[config.mk]
export PLATFORM = sky130hd
export DESIGN_NAME = board_io_cond
export DESIGN_NICKNAME = d
export VERILOG_FILES = /design/src/rtl/board_io_cond.sv
export SDC_FILE = /design/constraint.sdc
export NUM_CORES = 1
export LEC_CHECK = 0
export CAP_MARGIN = 20
export CORE_AREA = 2 2 97 99
export DETAILED_ROUTE_END_ITERATION = 8
export DIE_AREA = 0 0 99 101
export HOLD_SLACK_MARGIN = 0.02
export PLACE_DENSITY = 0.76
export SYNTH_ARGS = -nofsm -noshare
export SYNTH_HDL_FRONTEND = slang
export SYNTH_SLANG_ARGS = --single-unit
[constraint.sdc]
create_clock -name clk_i -period 2.3 [get_ports clk_i]
set_clock_uncertainty 0.15 [all_clocks]
set_input_delay 0.23 -clock clk_i [delete_from_list [all_inputs] [get_ports clk_i]]
set_output_delay 0.23 -clock clk_i [all_outputs]
set_load 0.05 [all_outputs]
[src/rtl/board_io_cond.sv]
// Board-edge I/O conditioner: per-channel key polarity, two-flop sync, debounce,
// press/release pulses and registered LED drive. Optional auto-repeat: BOARD_IO_AUTOREPEAT_EN.
module board_io_cond #(
  parameter int                 KEYS_W       = 4,
  parameter int                 LEDS_W       = 8,
  parameter logic [KEYS_W-1:0]  KEY_INV_MASK = {KEYS_W{1'b1}},
  parameter logic [LEDS_W-1:0]  LED_INV_MASK = {LEDS_W{1'b1}},
  parameter int                 DEB_CYCLES   = 500000,
  parameter int                 REP_DELAY    = 25000000,
  parameter int                 REP_PERIOD   = 5000000
) (
  input  logic              clk_i,
  input  logic              rst_i,
  input  logic [KEYS_W-1:0] keys_raw_i,
  output logic [KEYS_W-1:0] keys_o,
  output logic [KEYS_W-1:0] press_o,
  output logic [KEYS_W-1:0] release_o,
  input  logic [LEDS_W-1:0] leds_i,
  output logic [LEDS_W-1:0] leds_o
);

  localparam int              CNT_W    = (DEB_CYCLES < 1) ? 1 : $clog2(DEB_CYCLES + 1);
  localparam logic [CNT_W-1:0] DEB_LAST = CNT_W'(DEB_CYCLES - 1);

  if (DEB_CYCLES < 1) begin : g_bad_deb
    $error("board_io_cond: DEB_CYCLES must be >= 1");
  end

  logic [KEYS_W-1:0]            w_pol;
  logic [KEYS_W-1:0]            w_stable_next;
  logic [KEYS_W-1:0]            w_rep_fire;
  logic [KEYS_W-1:0]            r_s1, r_s2, r_stable, r_prev;
  logic [KEYS_W-1:0]            r_press, r_release;
  logic [KEYS_W-1:0][CNT_W-1:0] r_cnt;
  logic [LEDS_W-1:0]            r_leds;

  // Normalise every key to active-high before it enters the synchroniser.
  assign w_pol = keys_raw_i ^ KEY_INV_MASK;

  // NOTE: every variable gets a default before the loop so no latch is inferred.
  always_comb begin
    w_stable_next = r_stable;
    for (int k = 0; k < KEYS_W; k++) begin
      if ((r_s2[k] != r_stable[k]) && (r_cnt[k] == DEB_LAST)) begin
        w_stable_next[k] = r_s2[k];
      end
    end
  end

  // NOTE: state uses non-blocking assignments so all flops update from pre-edge values.
  always_ff @(posedge clk_i) begin
    if (rst_i) begin
      r_s1      <= '0;
      r_s2      <= '0;
      r_stable  <= '0;
      r_prev    <= '0;
      r_press   <= '0;
      r_release <= '0;
      r_cnt     <= '0;
    end else begin
      r_s1      <= w_pol;
      r_s2      <= r_s1;
      r_stable  <= w_stable_next;
      r_prev    <= r_stable;
      r_press   <= (r_stable & ~r_prev) | w_rep_fire;
      r_release <= ~r_stable & r_prev;
      for (int k = 0; k < KEYS_W; k++) begin
        // Any sample agreeing with the accepted level restarts the stability window.
        if ((r_s2[k] == r_stable[k]) || (r_cnt[k] == DEB_LAST)) begin
          r_cnt[k] <= '0;
        end else begin
          r_cnt[k] <= r_cnt[k] + CNT_W'(1);
        end
      end
    end
  end

  always_ff @(posedge clk_i) begin
    if (rst_i) begin
      r_leds <= LED_INV_MASK;
    end else begin
      r_leds <= leds_i ^ LED_INV_MASK;
    end
  end

`ifdef BOARD_IO_AUTOREPEAT_EN
  localparam int               REP_MAX  = (REP_DELAY > REP_PERIOD) ? REP_DELAY : REP_PERIOD;
  localparam int               REP_W    = (REP_MAX < 1) ? 1 : $clog2(REP_MAX + 1);
  localparam logic [REP_W-1:0] REP_DLY  = REP_W'(REP_DELAY);
  localparam logic [REP_W-1:0] REP_PER  = REP_W'(REP_PERIOD);

  if (REP_PERIOD < 1) begin : g_bad_rep
    $error("board_io_cond: REP_PERIOD must be >= 1 when auto-repeat is enabled");
  end

  logic [KEYS_W-1:0][REP_W-1:0] r_rep_cnt;
  logic [KEYS_W-1:0]            r_rep_phase;

  // Phase 0 waits REP_DELAY after the initial press pulse, phase 1 counts REP_PERIOD.
  always_comb begin
    w_rep_fire = '0;
    for (int k = 0; k < KEYS_W; k++) begin
      if (r_stable[k] && w_stable_next[k] &&
          (r_rep_phase[k] ? (r_rep_cnt[k] == REP_PER) : (r_rep_cnt[k] == REP_DLY))) begin
        w_rep_fire[k] = 1'b1;
      end
    end
  end

  always_ff @(posedge clk_i) begin
    if (rst_i) begin
      r_rep_cnt   <= '0;
      r_rep_phase <= '0;
    end else begin
      for (int k = 0; k < KEYS_W; k++) begin
        if (!r_stable[k] || !w_stable_next[k]) begin
          r_rep_cnt[k]   <= '0;
          r_rep_phase[k] <= 1'b0;
        end else if (w_rep_fire[k]) begin
          r_rep_cnt[k]   <= REP_W'(1);
          r_rep_phase[k] <= 1'b1;
        end else begin
          r_rep_cnt[k]   <= r_rep_cnt[k] + REP_W'(1);
        end
      end
    end
  end
`else
  // Repeat timing has no effect in this build; only nonsensical values are flagged.
  if (REP_DELAY < 0 || REP_PERIOD < 0) begin : g_rep_ignored
    $info("board_io_cond: REP_DELAY/REP_PERIOD unused without auto-repeat");
  end

  assign w_rep_fire = '0;
`endif

  assign keys_o    = r_stable;
  assign press_o   = r_press;
  assign release_o = r_release;
  assign leds_o    = r_leds;

endmodule

==> impl_metrics.csv, run 1 <==
group,metric,value,unit
worst_setup_path,crit_required,2460,ps
pwr,switching_share,21.8,%
drt,drt_iter0_markers,92,
drt,wl,8350,um
worst_setup_path,crit_path_start_kind,"register",
worst_setup_path,path_max_fanout,5,
cells_and_area,finalInstanceArea,5050,um^2
cells_and_area,final_common_cell,"dfxtp_1",
logic_synthesis,ys_seq_area_share,49.5,%
placed_design,dpl.hpwl,5750,um
logic_synthesis,synth-edff-count,0,
clocking,cts_buffers,9,
logic_synthesis,syn_area,4370,um^2
floorplanning,io_pins,34,
floorplanning,die_h,101,um
pwr,p_leak,1.65,nW
floorplanning,num_rows,35,
global_route,use_met2,31.7,%
placed_design,portBuffers,33,
floorplanning,coreArea,8980,um^2
placed_design,dpl-instance-area,4860,um^2
clocking,post-cts-setup-buffer-count,0,
sta,finalSetupViolCount,0,
clocking,clock_sinks,108,
floorplanning,start_util,48.7,%
global_route,grt_pass1_vias,3344,
sta,period_share,95.6,%
outcome,status,"finished clean",
clocking,tritoncts,"yes",
drt,vias,3450,
cells_and_area,drive_above_1_share,6.30,%
hold_path,min_path_type,"in2reg",
worst_setup_path,reg2reg_from,"r_cnt[14]",
clocking,path_clk_slew,90,ps
worst_setup_path,critPathArrivalTime,2360,ps
sta,setup_slack,102,ps
logic_synthesis,ys_warn_count,0,
drt,drtPass1Iterations,4,
global_route,grt_antenna_before_repair,0,
job,cap_viol_max_count,0,
sta,relSlewSlack,61.3,%
worst_setup_path,critPathKind,"reg2reg",
global_route,grt_max_degree,18,
floorplanning,die_area,10000,um^2
cells_and_area,diodes,0,
pwr,vdd_drop_max,0.474,mV
global_route,grt_overflow,0,
logic_synthesis,syn-num-nets,497,
cells_and_area,final_cell_mix,"dfxtp_1 (108), nor2_1 (70), xor2_1 (33), clkdlybuf4s50_1 (33), nand3_1 (31)",
drt,wl_per_cell,13.1,um
sta,whs,187,ps
global_route,use_met1,20.8,%
logic_synthesis,avgSynthCellArea,9.12,um^2
hold_path,min_to,"leds_o[6]",
logic_synthesis,synthCells,479,
sta,worst_pin_slew,575,ps
global_route,grt_use_met3,5.55,%
global_route,grt_busiest_layer,"met2",
sta,timing.fmax,0.455,GHz
global_route,grt_pass1_wl,14700,um
floorplanning,die_x,99,um
hold_path,worstHoldStart,"leds_i[6]",
pwr,p_int,2.45,mW
clocking,cts_buffer_depth,2,
worst_setup_path,r2r.worst_path.cells,4,
clocking,cts_hold_buf,0,
drt,ant_nets,0,
cells_and_area,syn_to_final_growth,15.6,%
logic_synthesis,synth_top_area_cell,"dfxtp_1",
logic_synthesis,synth.area.top_cells,"dfxtp_1 (49%), xor2_1 (6.6%), nor2_1 (6.0%)",
worst_setup_path,r2r_slack,100,ps
clocking,clockRootBuffer,"clkbuf_8",
logic_synthesis,synth_cell_types,41,
drt,via_per_inst,5.43,
sta,min_period,2200,ps
logic_synthesis,synthArstFlopShare,0,%
sta,slew_violations,0,
pwr,p_sw,0.683,mW
global_route,grt_use_total,18.0,%
clocking,insertion_delay,380,ps
clocking,cts.htree.levels,3,
logic_synthesis,synth_flop_cell,"dfxtp_1",
worst_setup_path,cp-end-kind,"register",
sta,fin_setup_tns,0,ps
pwr,p_comb_share,3.3,%
logic_synthesis,ys_seq_elements,108,
sta,rsz0062_at_grt,"false",
worst_setup_path,r2r-end,"keys_o[0]",
pwr,pwr-share-clk,36.4,%
drt,drc,0,
placed_design,gp_congestion,0.844,
clocking,cts-resized-gates,0,
pwr,p_per_area,621,nW/um^2
pwr,sequentialPowerShare,60.3,%
hold_path,hold_depth,2,
logic_synthesis,synth_top_area_share,49.5,%
sta,hold_viol,0,
placed_design,pre_cts_ws,139,ps
cells_and_area,final_nets,538,
==> layer usage <==
metal	up-vias	wire length (um)	share of wire, %
met2	73	4140	50
met4	0	113	1.4
met3	13	435	5.2
met5	-	0	0
met1	1614	3660	44
li1	1750	-	-
==> sequential cells by signal, summed over array words and instances, names as in the netlist <==
name       count
keys_o         4
leds_o         8
press_o        4
r_cnt         76
r_prev         4
r_s1           4
r_s2           4
release_o      4
==> worst max-delay path by stage <==
stage | from | endpoint | slack (ps) | depth (start not counted)
final | r_cnt[14] | keys_o[0] | 100 | 4
after global routing | r_cnt[14] | keys_o[0] | 30 | 4
after CTS | r_cnt[14] | keys_o[0] | 110 | 4
after detailed placement | r_cnt[14] | keys_o[0] | 140 | 4
after global placement | r_cnt[14] | keys_o[0] | 190 | 4
after floorplan | r_cnt[38] | r_cnt[41] | 230 | 7
==> stage by stage <==
stage               util (%)  total power, mW  cells
floorplan                  -             1.99    479
global placement        54.1             2.04    620
detailed placement      54.1             2.04    620
CTS                     56.3             3.18    635
global route            56.3             3.26    635
finish                  56.3             3.14    635
==> worst max-delay path: stages, from the launching register on <==
cell     delay (ps)
dfxtp_1         350
or4_1           560
or4_4           510
or4b_1          480
o21ai_1          80
==> synthesized netlist by cell type (10+ instances only) <==
cell type	count
nand2b_1	18
nor2_1	70
o21ai_0	10
a21oi_1	20
xnor2_1	19
xor2_1	33
nand2_1	23
dfxtp_1	108
nand3_1	31
clkbuf_1	10
or4_1	11
nand4_1	22
or3_1	11
inv_1	13
==> kinds of logic (layout without fill, tap and decap cells) <==
kind of cell | count (synthesis) | after routing | synth area share, %
compound gates | 45 | 45 | 6.19
fa+ha+maj | 4 | 4 | 1.15
simple gates | 240 | 240 | 29.6
xor+xnor | 52 | 52 | 10.4
mux | 3 | 3 | 0.687
buf+inv | 27 | 72 | 2.49
flops | 108 | 108 | 49.5
==> power by group through the flow <==
stage | combinational, mW | clock [mW] | sequential (mW)
2_1_floorplan | 0.0300 | 0 | 1.96
3_3_place_gp | 0.104 | 0 | 1.93
3_5_place_dp | 0.106 | 0 | 1.94
4_1_cts | 0.106 | 1.18 | 1.89
5_1_grt | 0.113 | 1.25 | 1.89
6_report | 0.105 | 1.14 | 1.89
==> final cells by class <==
cell class                      instances  area (um^2)
Timing Repair Buffer                   44          413
Clock inverter                          5         52.6
Fill cell                             808         3930
Tap cell                              111          139
Multi-Input combinational cell        344         2100
Clock buffer                           10          138
Inverter                               13         48.8
Sequential cell                       108         2160
Power figures use the tool's default switching activity.
==> run 2, diff against run 1 <==
Settings changed: ABC_AREA from default to 1, CORE_AREA 2 2 97 99 to 2 2 104 106, DIE_AREA 0 0 99 101 to 0 0 106 108, PLACE_DENSITY 0.76 to 0.75.
==> run 2 against run 1 <==
  * Highest routed layer unchanged
  * Global-route usage is 0.52 points higher
  * Count of clock-buffer cells in the layout is 1 lower
  * Area after synthesis is 15% higher
  * Largest cell class is now multi-input combinational cells
  * Critical path depth is 3 lower
  * Via count is 28% higher
  * Sequential share of layout area is 4.5 points lower
==> impl_metrics.csv, run 2 <==
group,metric,value,unit
placed_design,dpl.hpwl,7380,um
pwr,p_leak,1.87,nW
cells_and_area,final_common_cell,"nand2_1",
logic_synthesis,synth_cell_types,27,
floorplanning,coreArea,10200,um^2
floorplanning,die_h,108,um
logic_synthesis,synth.area.top_cells,"dfxtp_1 (43%), nand2_1 (14%), nor2_1 (13%)",
worst_setup_path,crit_required,1920,ps
logic_synthesis,synthCells,740,
logic_synthesis,ys_warn_count,0,
logic_synthesis,ys_seq_area_share,43.0,%
cells_and_area,fillCellCount,966,
global_route,grt_pass1_wl,17500,um
clocking,insertion_delay,360,ps
clocking,tritoncts,"yes",
cells_and_area,final_nets,796,
sta,finalSetupViolCount,0,
cells_and_area,regArea,2160,um^2
outcome,status,"finished clean",
global_route,grt_use_total,18.5,%
worst_setup_path,crit_family,"buffers and inverters",
logic_synthesis,synth_top_area_cell,"dfxtp_1",
worst_setup_path,critPathKind,"reg2out",
drt,ant_nets,0,
sta,hold_viol,0,
drt,vias,4427,
placed_design,portBuffers,33,
worst_setup_path,slowest_stage,"clkdlybuf4s50_1",
clocking,clockRootBuffer,"clkbuf_8",
clocking,cts-resized-gates,0,
job,cap_viol_max_count,0,
clocking,path_clk_slew,90,ps
logic_synthesis,yosysMostFrequentCell,"nand2_1",
clocking,clock_sinks,108,
logic_synthesis,avgSynthCellArea,6.80,um^2
sta,relSlewSlack,65.7,%
floorplanning,die_x,106,um
sta,setup_slack,272,ps
clocking,cts_buffers,9,
global_route,grt_antenna_before_repair,0,
clocking,cts.htree.levels,3,
clocking,cts_buffer_depth,2,
cells_and_area,diodes,0,
hold_path,min_path_type,"in2reg",
drt,wl_per_cell,10.9,um
cells_and_area,fin_util,55.2,%
sta,min_period,2030,ps
drt,drtPass1Iterations,5,
drt,wl,9950,um
worst_setup_path,cpPeakStageDelay,850,ps
global_route,grt_overflow,0,
cells_and_area,drive_above_1_share,5.63,%
sta,rsz0062_at_grt,"false",
clocking,cts_hold_buf,0,
cells_and_area,top_register,"r_cnt",
worst_setup_path,cp-end-kind,"output port",
pwr,p_per_area,530,nW/um^2
worst_setup_path,critPathArrivalTime,1650,ps
sta,slew_violations,0,
worst_setup_path,critPathBufInv,1,
global_route,grt_max_degree,25,
logic_synthesis,syn-num-nets,758,
logic_synthesis,ys_seq_elements,108,
sta,fin_setup_tns,0,ps
pwr,vdd_drop_max,0.264,mV
placed_design,pre_cts_ws,407,ps
logic_synthesis,syn_area,5030,um^2
worst_setup_path,crit_path_start_kind,"register",
floorplanning,die_area,11400,um^2
logic_synthesis,yosys-top-cells-count,"nand2_1 (190), nor2_1 (173), dfxtp_1 (108)",
sta,period_share,88.2,%
worst_setup_path,crit_chain,"clkdlybuf4s50_1",
cells_and_area,multi_input_area,2480,um^2
cells_and_area,syn_to_final_growth,12.3,%
sta,worst_pin_slew,513,ps
floorplanning,start_util,49.2,%
logic_synthesis,synth_flop_cell,"dfxtp_1",
drt,drt_iter0_markers,117,
floorplanning,io_pins,34,
cells_and_area,largest_reg_flops,76,
cells_and_area,final_cell_mix,"nand2_1 (190), nor2_1 (173), dfxtp_1 (108), inv_1 (87), nand3_1 (47)",
placed_design,gp_congestion,0.920,
global_route,grt_pass1_vias,4273,
logic_synthesis,synth-edff-count,0,
sta,timing.fmax,0.493,GHz
drt,via_per_inst,4.83,
floorplanning,num_rows,37,
logic_synthesis,synth_top_area_share,43.0,%
clocking,post-cts-setup-buffer-count,0,
worst_setup_path,path_max_fanout,4,
drt,drc,0,
logic_synthesis,synthArstFlopShare,0,%
## run 2: cell types whose count changed in the layout (fill, tap and decap cells not counted), sizes merged, moves of 10 or more
cell    before  now
nor2        70  186
nand3       31   48
or4         12    0
xor2        33   22
nand2b      18    0
or3         12    0
o31ai       10    0
inv         13   87
nand2       23  197
## run 2: kinds of logic (layout without fill, tap and decap cells)
logic type | Yosys count | count (layout) | synth area share, %
DFF | 108 | 108 | 43.0
adders and majority gates | 4 | 4 | 0.995
xor gates and xnor gates | 33 | 33 | 5.74
AOI/OAI and AO/OA | 38 | 38 | 4.10
and+or+nand+nor | 462 | 462 | 38.4
buffers and inverters | 95 | 136 | 7.78
## run 2: layer usage
layer / GRT usage [%] / share of wire, % / vias to the layer above
li1: - / - / 2356
met1: 22.4 / 47 / 1974
met2: 32.6 / 47 / 87
met3: 4.04 / 4.3 / 10
met4: 6.20 / 1.1 / 0
met5: 0 / 0 / -
## run 2: worst paths after layout
path                                start   endpoint  slack [ps]  cells past startpoint
worst max register to register  r_cnt[19]  r_cnt[37]         400                      8
worst min register to register    r_s1[1]    r_s2[1]         260                      2
worst max-delay path            keys_o[1]  keys_o[1]         270                      1
worst min-delay path            leds_i[0]  leds_o[0]         200                      2
## run 2: layout make-up
type                            count  area share, %
Inverter                           87           5.78
Tap cell                          136           3.01
Multi-Input combinational cell    537           43.9
Timing Repair Buffer               35           6.33
Sequential cell                   108           38.3
Clock inverter                      5          0.554
Clock buffer                        9           2.19
## run 2: where the power goes
group	internal [mW]	total (mW)	switching, mW
Sequential	1.88	1.89	0.00767
Clock	0.379	0.993	0.614
Combinational	0.0450	0.109	0.0638
## run 2: worst register-to-register path: cells and delay by family, from the launching register on
kind | cells | cell delay [ps]
adders and majority gates | 1 | 250
DFF | 1 | 440
and+or+nand+nor | 7 | 940
## run 2: per-stage QoR
step	total power, mW	cells	cell area [um^2]	hold WS, ps
after floorplan	2.00	740	5030	147
after global placement	2.04	903	5490	242
after detailed placement	2.05	903	5490	247
after CTS	3.03	917	5650	188
after global routing	3.11	917	5650	183
final	2.99	917	5650	201
==> run 3, diff against run 2 <==
Settings changed: CORE_AREA 2 2 104 106 to 2 2 123 125, DIE_AREA 0 0 106 108 to 0 0 125 127, PLACE_DENSITY 0.75 to 0.59.
==> run 3 against run 2 <==
  * Final cell count up 5.7%
  * Combinational power about the same
  * Global-route usage down 5.0 points
  * Largest cell class unchanged
  * Flip-flop and latch count unchanged
  * Core utilization down 14 points
  * Critical path type unchanged
  * Worst setup slack worse by 0.74 ps
  * Largest power group unchanged
  * Clock power up 72%
  * Worst hold slack better by 5.2 ps
  * Non-clock buffer count up 2
  * Critical path depth unchanged
  * Highest routed layer unchanged
==> impl_metrics.csv, run 3 (same netlist as run 2, synthesis figures left out) <==
group,metric,value,unit
cells_and_area,syn_to_final_growth,17.1,%
placed_design,gp_congestion,0.825,
sta,relSlewSlack,65.0,%
pwr,switching_share,21.2,%
job,cap_viol_max_count,0,
drt,ant_nets,0,
drt,vias,4311,
worst_setup_path,crit_required,1920,ps
worst_setup_path,reg2reg_from,"r_cnt[0]",
worst_setup_path,critPathKind,"reg2out",
worst_setup_path,critPathBufInv,1,
worst_setup_path,crit_chain,"clkdlybuf4s50_1",
worst_setup_path,crit_end,"keys_o[1]",
placed_design,portBuffers,33,
clocking,path_clk_slew,70,ps
global_route,grt_pass1_vias,3963,
cells_and_area,top_register,"r_cnt",
clocking,clockRootBuffer,"clkbuf_16",
cells_and_area,final_cell_mix,"nand2_1 (190), nor2_1 (173), dfxtp_1 (108), inv_1 (87), nand3_1 (47)",
cells_and_area,final_nets,798,
clocking,cts_buffer_depth,2,
cells_and_area,final_common_cell,"nand2_1",
pwr,p_sw,0.788,mW
drt,via_per_inst,4.45,
pwr,sequentialPowerShare,51.0,%
worst_setup_path,slowest_stage,"clkdlybuf4s50_1",
worst_setup_path,crit_family,"buffers and inverters",
worst_setup_path,r2r_slack,420,ps
floorplanning,coreArea,14400,um^2
global_route,grt_max_degree,19,
sta,rsz0062_at_grt,"false",
outcome,status,"finished clean",
clocking,clock_sinks,108,
worst_setup_path,cp-end-kind,"output port",
floorplanning,num_rows,44,
pwr,p_comb_share,2.9,%
clocking,cts-resized-gates,0,
pwr,pwr-share-clk,46.1,%
placed_design,dpl.hpwl,7620,um
clocking,cts_buffers,9,
hold_path,min_path_type,"in2reg",
worst_setup_path,cpPeakStageDelay,860,ps
pwr,p_int,2.92,mW
global_route,grt_overflow,0,
cells_and_area,drive_above_1_share,6.11,%
clocking,tritoncts,"yes",
worst_setup_path,r2r-end,"r_cnt[3]",
global_route,grt_pass1_wl,17800,um
sta,slew_violations,0,
worst_setup_path,r2r.worst_path.cells,8,
placed_design,pre_cts_ws,424,ps
global_route,grt_use_total,13.5,%
sta,finalSetupViolCount,0,
sta,hold_viol,0,
cells_and_area,fin_util,40.8,%
clocking,cts.htree.levels,3,
worst_setup_path,path_max_fanout,4,
floorplanning,die_h,127,um
clocking,post-cts-setup-buffer-count,0,
clocking,insertion_delay,360,ps
worst_setup_path,cp_num_cells,1,
floorplanning,die_area,15900,um^2
floorplanning,die_x,125,um
floorplanning,start_util,34.9,%
worst_setup_path,startpoint,"keys_o[1]",
worst_setup_path,crit_path_start_kind,"register",
sta,worst_pin_slew,524,ps
cells_and_area,largest_reg_flops,76,
hold_path,hold_depth,2,
drt,wl_per_cell,10.7,um
drt,drtPass1Iterations,4,
sta,period_share,88.2,%
clocking,cts_hold_buf,0,
cells_and_area,diodes,0,
floorplanning,io_pins,34,
sta,timing.fmax,0.493,GHz
drt,wl,10300,um
sta,fin_setup_tns,0,ps
pwr,vdd_drop_max,0.402,mV
global_route,grt_antenna_before_repair,0,
sta,min_period,2030,ps
drt,drc,0,
worst_setup_path,critPathArrivalTime,1650,ps
pwr,p_leak,1.95,nW
pwr,p_per_area,630,nW/um^2
sta,setup_slack,271,ps
drt,drt_iter0_markers,320,
==> run 3: cell count changes in the layout (fill, tap and decap cells not counted), moves of 2 or more <==
| cell | before | now |
|---|---|---|
| bufinv_16 | 0 | 2 |
| clkinv_4 | 1 | 3 |
| clkbuf_8 | 9 | 1 |
| clkinv_2 | 3 | 0 |
| buf_4 | 1 | 4 |
| clkbuf_16 | 0 | 9 |
==> run 3: through the flow <==
stage / hold slack [ps] / area [um^2] / power, mW / std cells
finish: 206 / 5890 / 3.71 / 969
global placement: 239 / 5560 / 2.04 / 953
floorplan: 147 / 5030 / 2.00 / 740
global route: 210 / 5890 / 3.84 / 969
detailed placement: 242 / 5560 / 2.04 / 953
CTS: 189 / 5890 / 3.78 / 969
==> run 3: metal layers <==
metal / vias up / part of all wire (%) / GRT usage [%]
met4: 0 / 1.2 / 4.90
li1: 2367 / - / -
met2: 58 / 44 / 22.1
met5: - / 0 / 0
met1: 1876 / 50 / 17.3
met3: 10 / 4.2 / 3.69
==> run 3: worst min-delay path by stage <==
stage	from	to
2_1_floorplan	keys_raw_i[3]	r_s1[3]
3_3_place_gp	r_s1[2]	r_s2[2]
3_5_place_dp	r_s1[0]	r_s2[0]
4_1_cts	leds_i[4]	leds_o[4]
5_1_grt	leds_i[4]	leds_o[4]
6_report	leds_i[4]	leds_o[4]
==> run 3: final cells by class <==
class	count	area [um^2]
clock buffers	10	239
clock inverters	6	95.1
fillers	1542	8530
inverters	87	327
multi-input cells	537	2480
flip-flops and latches	108	2160
well taps	184	230
repair buffers	37	360
==> run 3: power by group through the flow <==
stage,logic [mW],registers (mW),clock network (mW)
finish,0.107,1.89,1.71
global route,0.117,1.89,1.83
CTS,0.109,1.89,1.78
detailed placement,0.109,1.93,0
global placement,0.110,1.93,0
floorplan,0.0374,1.96,0
